### src/rtl/cpu_step_ctrl.sv
`default_nettype none
// ============================================================================
// Module      : cpu_step_ctrl
// Description : Clock-enable and debug controller for the single-cycle CPU.
//               Generates a one-cycle cpu_ce pulse at a runtime-programmable
//               rate while running, supports a debounced single-step button,
//               NUM_BP hardware PC breakpoints and a 32-bit executed-cycle
//               counter.
// Ports       : clk_i          - system clock (only clock)
//               reset_ni       - asynchronous active-low reset
//               run_req_i      - async level request to free-run
//               step_btn_i     - raw, bouncy single-step pushbutton
//               div_val_i      - cpu_ce period minus 1 while running
//               bp_en_i        - per-breakpoint enable
//               bp_addr_i      - packed breakpoint addresses, entry i at
//                                [i*PC_WIDTH +: PC_WIDTH]
//               pc_i           - current CPU program counter
//               cpu_ce_o       - registered one-cycle CPU clock enable
//               state_o        - HALT=0, RUN=1, STEP=2, BREAK=3
//               halted_o       - high whenever state_o is not RUN
//               cycle_count_o  - number of cpu_ce pulses since reset
// Revision    : 1.0 - initial release
// ============================================================================
module cpu_step_ctrl #(
    parameter int DIV_WIDTH = 24,
    parameter int DB_CYCLES = 16,
    parameter int NUM_BP    = 2,
    parameter int PC_WIDTH  = 32
) (
    input  logic                       clk_i,
    input  logic                       reset_ni,
    input  logic                       run_req_i,
    input  logic                       step_btn_i,
    input  logic [DIV_WIDTH-1:0]       div_val_i,
    input  logic [NUM_BP-1:0]          bp_en_i,
    input  logic [NUM_BP*PC_WIDTH-1:0] bp_addr_i,
    input  logic [PC_WIDTH-1:0]        pc_i,
    output logic                       cpu_ce_o,
    output logic [1:0]                 state_o,
    output logic                       halted_o,
    output logic [31:0]                cycle_count_o
);

    localparam int                   DB_CNT_W  = $clog2(DB_CYCLES + 1);
    localparam logic [DB_CNT_W-1:0]  c_db_last = DB_CNT_W'(DB_CYCLES - 1);

    typedef enum logic [1:0] {
        ST_HALT  = 2'd0,
        ST_RUN   = 2'd1,
        ST_STEP  = 2'd2,
        ST_BREAK = 2'd3
    } state_e;

    // Synchronisers and edge-detect history
    logic                 run_meta_q;
    logic                 run_sync_q;
    logic                 run_prev_q;
    logic                 btn_meta_q;
    logic                 btn_sync_q;

    // Debouncer
    logic                 db_level_q, db_level_d;
    logic                 db_prev_q;
    logic [DB_CNT_W-1:0]  db_cnt_q, db_cnt_d;

    // Control state and datapath
    state_e               state_q, state_d;
    logic [DIV_WIDTH-1:0] div_cnt_q, div_cnt_d;
    logic                 bp_skip_q, bp_skip_d;
    logic                 cpu_ce_q, cpu_ce_d;
    logic [31:0]          cycle_count_q;

    logic                 run_rise;
    logic                 step_press;
    logic                 fire;
    logic                 bp_hit;
    logic [NUM_BP-1:0]    bp_match;

    assign run_rise   = run_sync_q & ~run_prev_q;
    assign step_press = db_level_q & ~db_prev_q;
    assign fire       = (div_cnt_q >= div_val_i);

    // ------------------------------------------------------------------------
    // Breakpoint comparators
    // ------------------------------------------------------------------------
    for (genvar i = 0; i < NUM_BP; i++) begin : g_bp
        assign bp_match[i] = bp_en_i[i] && (pc_i == bp_addr_i[i*PC_WIDTH +: PC_WIDTH]);
    end

    // bp_skip masks the comparators until the first pulse after entering RUN,
    // so the CPU can resume from the address it stopped on.
    assign bp_hit = (state_q == ST_RUN) && !bp_skip_q && (|bp_match);

    // ------------------------------------------------------------------------
    // Debouncer: flip the level after DB_CYCLES consecutive disagreeing cycles
    // ------------------------------------------------------------------------
    always_comb begin
        db_level_d = db_level_q;
        db_cnt_d   = '0;
        if (btn_sync_q != db_level_q) begin
            if (db_cnt_q == c_db_last) begin
                db_level_d = ~db_level_q;
            end else begin
                db_cnt_d = db_cnt_q + DB_CNT_W'(1);
            end
        end
    end

    // ------------------------------------------------------------------------
    // State machine: next state
    // ------------------------------------------------------------------------
    always_comb begin
        state_d = state_q;
        case (state_q)
            ST_HALT, ST_BREAK: begin
                if (run_rise) begin
                    state_d = ST_RUN;
                end else if (step_press) begin
                    state_d = ST_STEP;
                end
            end
            ST_RUN: begin
                if (!run_sync_q) begin
                    state_d = ST_HALT;
                end else if (bp_hit) begin
                    state_d = ST_BREAK;
                end
            end
            ST_STEP: begin
                state_d = ST_HALT;
            end
            default: begin
                state_d = ST_HALT;
            end
        endcase
    end

    // ------------------------------------------------------------------------
    // Divider, breakpoint skip and clock-enable generation
    // ------------------------------------------------------------------------
    always_comb begin
        div_cnt_d = '0;
        cpu_ce_d  = 1'b0;
        bp_skip_d = bp_skip_q;

        if (state_q == ST_RUN) begin
            cpu_ce_d = fire && !bp_hit && run_sync_q;
            // Counter only survives while staying in RUN; any exit clears it.
            if (state_d == ST_RUN) begin
                div_cnt_d = fire ? '0 : div_cnt_q + DIV_WIDTH'(1);
            end
            if (cpu_ce_q) begin
                bp_skip_d = 1'b0;
            end
        end else if (state_d == ST_RUN) begin
            bp_skip_d = 1'b1;
        end

        // The step pulse is registered together with the STEP state so that
        // cpu_ce is high exactly during the STEP cycle.
        if (state_d == ST_STEP) begin
            cpu_ce_d = 1'b1;
        end
    end

    // ------------------------------------------------------------------------
    // Registers
    // ------------------------------------------------------------------------
    always_ff @(posedge clk_i or negedge reset_ni) begin
        if (!reset_ni) begin
            run_meta_q    <= 1'b0;
            run_sync_q    <= 1'b0;
            run_prev_q    <= 1'b0;
            btn_meta_q    <= 1'b0;
            btn_sync_q    <= 1'b0;
            db_level_q    <= 1'b0;
            db_prev_q     <= 1'b0;
            db_cnt_q      <= '0;
            state_q       <= ST_HALT;
            div_cnt_q     <= '0;
            bp_skip_q     <= 1'b0;
            cpu_ce_q      <= 1'b0;
            cycle_count_q <= '0;
        end else begin
            run_meta_q    <= run_req_i;
            run_sync_q    <= run_meta_q;
            run_prev_q    <= run_sync_q;
            btn_meta_q    <= step_btn_i;
            btn_sync_q    <= btn_meta_q;
            db_level_q    <= db_level_d;
            db_prev_q     <= db_level_q;
            db_cnt_q      <= db_cnt_d;
            state_q       <= state_d;
            div_cnt_q     <= div_cnt_d;
            bp_skip_q     <= bp_skip_d;
            cpu_ce_q      <= cpu_ce_d;
            if (cpu_ce_q) begin
                cycle_count_q <= cycle_count_q + 32'd1;
            end
        end
    end

    assign cpu_ce_o      = cpu_ce_q;
    assign state_o       = state_q;
    assign halted_o      = (state_q != ST_RUN);
    assign cycle_count_o = cycle_count_q;

endmodule
`default_nettype wire
### config.mk
export PLATFORM = sky130hd
export DESIGN_NAME = cpu_step_ctrl
export DESIGN_NICKNAME = d
export VERILOG_FILES = /design/src/rtl/cpu_step_ctrl.sv
export SDC_FILE = /design/constraint.sdc
export NUM_CORES = 1
export LEC_CHECK = 0
export ABC_AREA = 1
export BUFFER_PORTS_ARGS = -buffer_cell sky130_fd_sc_hd__buf_2
export CAP_MARGIN = 20
export CORE_ASPECT_RATIO = 1.25
export CORE_UTILIZATION = 45
export DETAILED_ROUTE_END_ITERATION = 12
export PLACE_DENSITY_LB_ADDON = 0.2
export SYNTH_ARGS = -nofsm -noshare
export SYNTH_HDL_FRONTEND = slang
export SYNTH_SLANG_ARGS = --single-unit
export TNS_END_PERCENT = 100
### constraint.sdc
create_clock -name clk_i -period 3.9 [get_ports clk_i]
set_clock_uncertainty 0.05 [all_clocks]
set_input_delay 0.39 -clock clk_i [delete_from_list [all_inputs] [get_ports clk_i]]
set_output_delay 0.39 -clock clk_i [all_outputs]
set_load 0.005 [all_outputs]
Yosys cells after proc, flatten, opt, wreduce, memory -nomap -nowiden
Cells that the tools add are included.
- register bits: 72
- input port bits: 126
- output and inout port bits: 36
- logic and storage cells: 62
- add/subtract/negate cells: 3
- magnitude comparators: 1
- equal/unequal tests: 11
- mux-type cells: 15
- bitwise logic cells: 5
- reduce and logical (&&, ||, !) cells: 14
- operators with widths (operator ; count):
    $mux W24 ; 3
    $eq A32 B32 Y1 ; 2
    $add A32 B1 Y32 const B ; 1
    $add A24 B1 Y24 const B ; 1
    $ge A24 B24 Y1 ; 1
    $mux W5 ; 2
    $mux W2 ; 4
    $eq A2 B2 Y1 const B ; 3
    $logic_and A1 B1 Y1 ; 6
    $pmux W2 S3 ; 1
    $add A5 B1 Y5 const B ; 1
    $eq A5 B4 Y1 const B ; 1
    $mux W1 ; 5
    $eq A2 B1 Y1 const B ; 2
    $reduce_and A2 Y1 ; 2
    $reduce_or A2 Y1 ; 2
    $not A1 Y1 ; 3
    $and A1 B1 Y1 ; 2
    $logic_not A1 Y1 ; 2
    $logic_not A2 Y1 ; 1
    $ne A2 B1 Y1 const B ; 1
    $ne A2 B2 Y1 const B ; 1
    $reduce_bool A2 Y1 ; 1
    $ne A1 B1 Y1 ; 1

Logic depth before layout (Yosys ltp)
Gate-level depths: netlist (run 1).
- depth in word-level cells: 10
- gate-level depth with buffers: 17
- gate-level depth less buffers: 16

Worst setup path after synthesis (run 1)
Ideal clock, no wire load.
- kind: flip-flop to flip-flop
- start: register cycle_count_q[0], in the netlist cycle_count_o[0]
- end: register cycle_count_q[30], in the netlist cycle_count_o[30]
- setup time: 0.123 ns
- arrival time: 1.713 ns
- required time: 3.727 ns
- path slack: 2.014 ns
- cell stages (with the launch flop): 12
- path buffers: 0
- clock period less this slack: 1.886 ns
- cell sequence: dfrtp_1 ha_1 nand2_2 nor3b_4 nand4_4 nor2_4 nand2_2 nor2_2 nand3_2 nor2_2 nand2_1 xnor2_1
- word-level cells in the longest chain between the ends: 1
- RTL lines (item ; line ; text):
    start: declaration ; 71 ; logic [31:0] cycle_count_q;
    start signal: assignment ; 198 ; cycle_count_q <= cycle_count_q + 32'd1;
    $add A32 B1 Y32 ; 198 ;
Every way passes these cells.
A chain may end at the register's enable or synchronous reset.

Worst setup path in the final report (run 1)
- start: register div_cnt_q[15]
- end: register div_cnt_q[6]
- word-level cells in the longest chain between the ends: 4
- RTL lines (item ; line ; text):
    start: declaration ; 68 ; logic [DIV_WIDTH-1:0] div_cnt_q, div_cnt_d;
    start signal: assignment ; 194 ; div_cnt_q <= div_cnt_d;
    $ge A24 B24 Y1 ; 81 ; assign fire = (div_cnt_q >= div_val_i);
    $mux W24 ; 150 ; div_cnt_d = fire ? '0 : div_cnt_q + DIV_WIDTH'(1);
    $mux W24 ; 149 ; if (state_d == ST_RUN) begin
    $mux W24 ; 146 ; if (state_q == ST_RUN) begin
    named net div_cnt_d[6] ; 68 ;
The timed path passes the listed nets, and every way through them passes these cells.

==> qor.csv, run 1 <==
metric;value;unit
data arrival time of the critical path;2.67;ns
cell area after layout;0.00639;mm²
Crit Path Category;register to register;
FF-to-FF path depth;9;
Final Power;1.98;mW
hold bufs inserted after CTS;0;
routed vias;4852;
hold_ws;-0.000764;ns
VDD IR max;0.255;mV
core area;0.0111;mm²
crit path setup slack, layout;1.37;ns
layout cells sized above 1;23.6;%
required time worst endpoint;4.04;ns
worst hold-check path type;input pin to asynchronous set/reset pin;
drc violations;0;
f_max;0.395;GHz
status;finished with violations;
largest delay contributor family on the critical path;simple AND/OR/NAND/NOR gates;
postcts setup bufs;0;
failing checks;hold timing;
Area Overhead vs Synth;25.1;%
Remaining Overflow, GRT;0;
all-layer global routing usage;21.2;%
Max Cap Viol;0;
slowest stage delay, CP;0.45;ns
Critical R2R Launch;div_cnt_q[15];
H-tree depth;3;
critical-path cell list;ha_1 -> nand2_1 -> nor2_1 -> nand4_1 -> nor4_1 -> nand2_1 -> nand4_1 -> nand3b_2 -> nor2_1;
placed cell area;0.00608;mm²
worst-margin pin slew;0.595;ns
Die ar.;0.0118;mm²
Avg WL per Cell;11.8;µm
CP startpoint kind;register;
Synth Instances;701;
EDFF count, synth;0;
number of synthesized register bits;72;
WL met1;4920;µm
Top FF cell, synth;dfrtp_1;
Tmin final;2.53;ns
pins over their slew limit;0;
Setup TNS Final;0;ns
area of the multi-input gates;0.00278;mm²
post-cts sizing count;0;
mapped cell area;0.00511;mm²
FF/Latch Area;0.00180;mm²
number of global-route vias before repair;4782;
final hold vios;1;
Reg2Reg Setup Slack;1.37;ns
unrepaired setup endpoints after global routing;false;
pre-CTS worst setup slack;1.28;ns
clock tree from TritonCTS;built;
top sig layer;met4;
WL final;11900;µm
final design utilization;57.6;%
YS warnings;0;
GP Congestion;0.840;
drt first pass iters;4;
Die H;121;µm
vias per cell;4.80;
Initial Util;46.1;%
Post-DP HPWL;9720;µm
most area-consuming cells after synthesis;dfrtp_1, nand2_1, inv_1, ha_1, nor2_1;
relative slew slack;60.3;%
slowest CP cell;nand3b_2;
DP Cell Count;995;
P per Cell Area;311;mW/mm²
initial drt markers;128;
Mapped Nets;855;
final setup fails;0;
Leak;3.67;nW
I/O pin cnt;162;
buffer and inverter count on the worst path;0;
endpoint class of the critical path;register;
metal2 WL;6230;µm
commonest non-fill, non-tap cell in the layout;nand2_1;
CTS Buffer Depth;2;
Seq/Total Area, Yosys;35.3;%
Final Non-Filler Cells;1011;
Antenna Cells;0;
fill count;1044;
port bufs;161;
total clock sinks;72;
most frequent cells in the layout;nand2_1, buf_2, inv_1;
CP max FO;24;
first-pass GRT wire length;20600;µm
post-synth cell types;40;
antenna viol nets, final;0;
initial antenna violation count;0;
TritonCTS Buffers;9;
Synth area leader;dfrtp_1;
top-area cell type share of the netlist area;35.3;%
Period Utilization, post-route;64.9;%
routed length on met3;515;µm
worst r2r dst;div_cnt_q[6];
CTS root buf;clkbuf_16;
Std-Cell Rows;43;
Avg Inst Size Synth;7.28;µm²
CTS clock-pin slew for the worst setup and hold paths;0.06;ns
asr flop ratio synth;100;%
Die Wd;97.3;µm
largest net degree at the start of global routing;50;
clock latency on the worst-skew pair;0.33;ns
fin nets;1025;
[per-layer routing]
| layer | vias up | track usage, % |
|---|---|---|
| met3 | 22 | 3.92 |
| met5 | - | 0 |
| li1 | 2521 | - |
| met1 | 2200 | 23.6 |
| met4 | 0 | 7.26 |
| met2 | 109 | 40.4 |
[sequential cells by signal, summed over array words and instances, names as in the netlist, 2 cells and up]
signal and flops:
cycle_count_o 32, div_cnt_q 24, db_cnt_q 5, state_o 2
[worst max path at each step]
stage               depth (start not counted)        startpoint                 to  slack, ns
floorplan                                  11  cycle_count_o[0]  cycle_count_o[30]       2.01
global placement                           11     div_val_i[15]      div_cnt_q[16]       1.39
detailed placement                         11     div_val_i[15]      div_cnt_q[17]       1.28
CTS                                         9     div_cnt_q[15]      div_cnt_q[17]       1.30
global route                                9     div_cnt_q[15]      div_cnt_q[21]       1.16
finish                                      9     div_cnt_q[15]       div_cnt_q[6]       1.37
[cell usage after synthesis (2+ instances only)]
cell type / number
nand3_2: 2
dfrtp_1: 72
ha_1: 28
nor3b_1: 2
o211ai_1: 5
a21boi_0: 2
or2_2: 3
o221ai_1: 3
nand3_1: 36
inv_1: 135
nor4_1: 2
xnor2_1: 32
nand2_2: 3
nor2_4: 4
nand3b_1: 2
a21oi_1: 17
buf_2: 2
nor2_1: 78
nand4_2: 2
or2_0: 2
o21ai_0: 25
clkbuf_1: 2
nor2_2: 5
nand2_1: 171
xor2_1: 28
nor3_1: 12
nand4_1: 13
[report_power, final]
part           switching [mW]  internal, mW  total [mW]  leakage, nW
Clock                   0.336         0.509       0.844        0.153
Sequential             0.0109         0.762       0.773        0.985
Combinational           0.229         0.138       0.367         2.53
[cells by family (layout without fill, tap and decap cells)]
| group | count (synthesis) | count (layout) | synth area share (%) |
|---|---|---|---|
| DFF | 72 | 72 | 35.3 |
| xor gates and xnor gates | 60 | 60 | 10.3 |
| buffers and inverters | 140 | 315 | 10.3 |
| AOI/OAI and AO/OA | 55 | 55 | 6.08 |
| muxes | 1 | 1 | 0.221 |
| and+or+nand+nor | 345 | 345 | 30.9 |
| adders and majority gates | 28 | 28 | 6.86 |
[area by class of cell]
| cell class | instances | share of cell area (%) |
|---|---|---|
| Tap cell | 135 | 2.64 |
| Inverter | 136 | 7.99 |
| Timing Repair Buffer | 163 | 12.8 |
| Multi-Input combinational cell | 489 | 43.5 |
| Sequential cell | 72 | 28.2 |
| Clock buffer | 9 | 3.53 |
| Clock inverter | 7 | 1.33 |
(Power assumes the default switching activity.)
==> inputs of run 2 (changes only) <==
clock period = 2.39 ns   (was 3.9 ns; I/O delays follow)
==> run 2 against run 1 <==
The run now ends clean. Highest routed layer unchanged. Largest power group unchanged. Design area up 1.8%. Worst setup slack worse by 1.1 ns. Sequential power up 64%. Global-route usage up 0.92 points. Via count up 1.1%. Utilization up 1.0 points. Sequential cell count unchanged.
==> qor.csv, run 2 (same netlist as run 1, synthesis figures left out) <==
metric;value;unit
Leak;3.71;nW
CTS clock-pin slew for the worst setup and hold paths;0.06;ns
number of global-route vias before repair;4972;
fin nets;1029;
placed cell area;0.00611;mm²
FF-to-FF path depth;9;
top sig layer;met4;
drc violations;0;
I/O pin cnt;162;
Crit Path Category;register to register;
f_max;0.465;GHz
Period Utilization, post-route;90.0;%
endpoint class of the critical path;register;
relative slew slack;51.4;%
Area Overhead vs Synth;27.3;%
Antenna Cells;0;
CTS Buffer Depth;2;
Die Wd;97.3;µm
hold depth;0;
Remaining Overflow, GRT;0;
H-tree depth;3;
layout cells sized above 1;23.9;%
DP Cell Count;996;
Worst path depth;9;
Tmin final;2.15;ns
CP startpoint kind;register;
initial antenna violation count;0;
P per Cell Area;538;mW/mm²
final setup fails;0;
total clock sinks;72;
Std-Cell Rows;43;
slowest stage delay, CP;0.44;ns
Setup TNS Final;0;ns
clock latency on the worst-skew pair;0.33;ns
buffer and inverter count on the worst path;1;
Die H;121;µm
Largest register FFs;32;
worst-margin pin slew;0.730;ns
crit path setup slack, layout;0.240;ns
status;finished, final reports clean;
largest net degree at the start of global routing;44;
commonest non-fill, non-tap cell in the layout;nand2_1;
vias per cell;4.83;
CTS root buf;clkbuf_16;
WL met1;5060;µm
critical-path cell list;ha_1 -> a21oi_1 -> o21a_1 -> o21ai_0 -> nor3_1 -> nand4_1 -> nand3b_2 -> buf_12 -> nor2_1;
Post-DP HPWL;9950;µm
antenna viol nets, final;0;
Max Cap Viol;0;
metal2 WL;6450;µm
Die ar.;0.0118;mm²
WL final;12300;µm
GP Congestion;0.871;
largest delay contributor family on the critical path;simple AND/OR/NAND/NOR gates;
core area;0.0111;mm²
pins over their slew limit;0;
data arrival time of the critical path;2.35;ns
Final Non-Filler Cells;1015;
Initial Util;46.1;%
hold_ws;0.299;ns
all-layer global routing usage;22.2;%
worst hold-check path type;register to register;
unrepaired setup endpoints after global routing;false;
initial drt markers;155;
drt first pass iters;5;
slowest CP cell;dfrtp_1;
VDD IR max;0.426;mV
final design utilization;58.7;%
TritonCTS Buffers;9;
routed length on met3;470;µm
CP max FO;19;
final hold vios;0;
port bufs;161;
clock tree from TritonCTS;built;
Final Power;3.50;mW
pre-CTS worst setup slack;0.226;ns
first-pass GRT wire length;21300;µm
routed vias;4903;
most frequent cells in the layout;nand2_1, buf_2, inv_1;
cell area after layout;0.00650;mm²
required time worst endpoint;2.59;ns
Avg WL per Cell;12.1;µm
[run 2: routing by layer]
layer / up-vias / track usage [%]
li1: 2537 / -
met1: 2223 / 25.1
met2: 116 / 41.8
met3: 27 / 3.34
met4: 0 / 8.46
met5: - / 0
[run 2: final cells by class]
class	count	area (µm²)
well taps	135	169
repair buffers	167	883
clock buffers	10	239
inverters	136	510
clock inverters	6	115
multi-input cells	489	2780
flip-flops and latches	72	1800
fillers	1043	4580
[run 2: worst paths after layout]
| check | start | endpoint | slack [ns] |
|---|---|---|---|
| max | div_cnt_q[19] | div_cnt_q[11] | 0.24 |
| min | run_meta_q | run_sync_q | 0.30 |
| max reg2reg | div_cnt_q[19] | div_cnt_q[11] | 0.24 |
| min reg2reg | run_meta_q | run_sync_q | 0.30 |
| max in group asynchronous | reset_ni | state_o[0] | 1.15 |
| min in group asynchronous | reset_ni | div_cnt_q[13] | 0.45 |
[run 2: where the power goes]
| part | switching [mW] | total, mW | internal [mW] |
|---|---|---|---|
| clock network | 0.528 | 1.58 | 1.05 |
| registers | 0.0218 | 1.27 | 1.24 |
| logic | 0.383 | 0.648 | 0.265 |
| total | 0.933 | 3.50 | 2.56 |
[run 2: what timing repair did]
action                                 in CTS  in global routing
setup endpoints to repair                   0                  2
setup buffers                               0                  0
endpoints found under the hold margin      31                  0
hold buffers                                3                  0
resized for setup                           0                  2
==> inputs of run 3 (changes only) <==
CTS_BUF_LIST = sky130_fd_sc_hd__clkbuf_16   (was not set)
==> run 3 against run 2 <==
Utilization down 0.090 points. Count of clock-buffer cells in the layout decreased by 1. Design area fell by 0.15%. First-iteration DRC count down 5.8%. Sequential share of layout area hardly changed. Largest cell class unchanged. Sequential cell count is the same. Non-clock buffer count unchanged. Critical path type unchanged. Global-route usage unchanged. Worst setup slack worse by 0.0063 ns. Die area is the same. Cell count is the same.
==> qor.csv, run 3 (same netlist as run 1, synthesis figures left out) <==
metric;value;unit
Final Power;3.46;mW
Std-Cell Rows;43;
worst-margin pin slew;0.729;ns
Int Pwr;2.53;mW
VDD IR max;0.427;mV
I/O pin cnt;162;
CTS clock-pin slew for the worst setup and hold paths;0.06;ns
sw frac;26.9;%
Die ar.;0.0118;mm²
layout cells sized above 1;23.8;%
f_max;0.464;GHz
initial drt markers;146;
H-tree depth;3;
routed vias;4891;
Avg WL per Cell;12.1;µm
Antenna Cells;0;
all-layer global routing usage;22.2;%
WL final;12300;µm
critical-path cell list;ha_1 -> a21oi_1 -> o21a_1 -> o21ai_0 -> nor3_1 -> nand4_1 -> nand3b_2 -> buf_12 -> nor2_1;
cell area after layout;0.00649;mm²
vias per cell;4.82;
Leak;3.71;nW
Initial Util;46.1;%
unrepaired setup endpoints after global routing;false;
slowest CP cell;dfrtp_1;
relative slew slack;51.4;%
drc violations;0;
most frequent cells in the layout;nand2_1, buf_2, inv_1;
Period Utilization, post-route;90.2;%
Tmin final;2.16;ns
sequential power share;36.5;%
Max Cap Viol;0;
Hold Crit Start;run_meta_q;
clock tree from TritonCTS;built;
worst hold-check path type;register to register;
total clock sinks;72;
Remaining Overflow, GRT;0;
CP startpoint kind;register;
CP max FO;19;
placed cell area;0.00611;mm²
final design utilization;58.6;%
clock share of power;44.8;%
CP startpoint;div_cnt_q[19];
clock latency on the worst-skew pair;0.33;ns
commonest non-fill, non-tap cell in the layout;nand2_1;
Logic pwr share;18.7;%
Crit Path Category;register to register;
core area;0.0111;mm²
Reg2Reg Setup Slack;0.23;ns
GP Congestion;0.871;
CTS Buffer Depth;2;
status;finished, final reports clean;
DP Cell Count;996;
required time worst endpoint;2.59;ns
first-pass GRT wire length;21300;µm
pre-CTS worst setup slack;0.226;ns
fin nets;1029;
TritonCTS Buffers;9;
Switching Power;933;µW
Area Overhead vs Synth;27.2;%
postcts setup bufs;0;
slowest stage delay, CP;0.44;ns
fill count;1046;
Largest register FFs;32;
initial antenna violation count;0;
antenna viol nets, final;0;
Setup TNS Final;0;ns
Die H;121;µm
P per Cell Area;533;mW/mm²
final hold vios;0;
number of global-route vias before repair;4977;
endpoint class of the critical path;register;
Critical R2R Launch;div_cnt_q[19];
crit path setup slack, layout;0.234;ns
Final Non-Filler Cells;1015;
CTS root buf;clkbuf_16;
pins over their slew limit;0;
Die Wd;97.3;µm
hold_ws;0.299;ns
Post-DP HPWL;9950;µm
final setup fails;0;
data arrival time of the critical path;2.35;ns
largest net degree at the start of global routing;44;
drt first pass iters;4;
port bufs;161;
==> run 3: power by group through the flow <==
stage               Sequential (mW)  Clock [mW]  Combinational (mW)
finish                         1.27        1.55               0.648
global route                   1.27        1.63               0.738
CTS                            1.27        1.57               0.657
detailed placement             1.29           0               0.650
global placement               1.29           0               0.628
floorplan                      1.28           0               0.351
==> run 3: worst paths after layout <==
path / to / depth (start not counted)
max: div_cnt_q[11] / 9
min: run_sync_q / 0
max reg2reg: div_cnt_q[11] / 9
min reg2reg: run_sync_q / 0
max in group asynchronous: state_o[0] / 3
min in group asynchronous: div_cnt_q[13] / 2
==> run 3: layer usage <==
metal / share of wire (%) / global-route usage (%) / routed length [µm]
met1: 41 / 25.0 / 5080
met2: 52 / 41.9 / 6430
met3: 3.7 / 3.34 / 453
met4: 2.8 / 8.46 / 342
met5: 0 / 0 / 0
==> run 3: timing repair <==
action / CTS / global route
hold endpoints to repair: 31 / 0
resized for setup: 0 / 2
hold buffers: 3 / 0
setup endpoints to repair: 0 / 2
==> run 3: worst max-delay path: cells and delay by family (launching register included) <==
kind,cells,cell delay [ns]
compound gates,3,0.34
fa+ha+maj,1,0.31
buf+inv,1,0.20
flops,1,0.44
simple gates,4,0.72
==> run 3: final cells by class <==
| class | instances | area (µm²) | share of cell area (%) |
|---|---|---|---|
| tap | 135 | 169 | 2.60 |
| sequential | 72 | 1800 | 27.8 |
| clock buffer | 9 | 225 | 3.47 |
| clock inverter | 7 | 119 | 1.83 |
| multi-input combinational | 489 | 2780 | 42.9 |
| inverter | 136 | 510 | 7.86 |
| timing repair buffer | 167 | 883 | 13.6 |
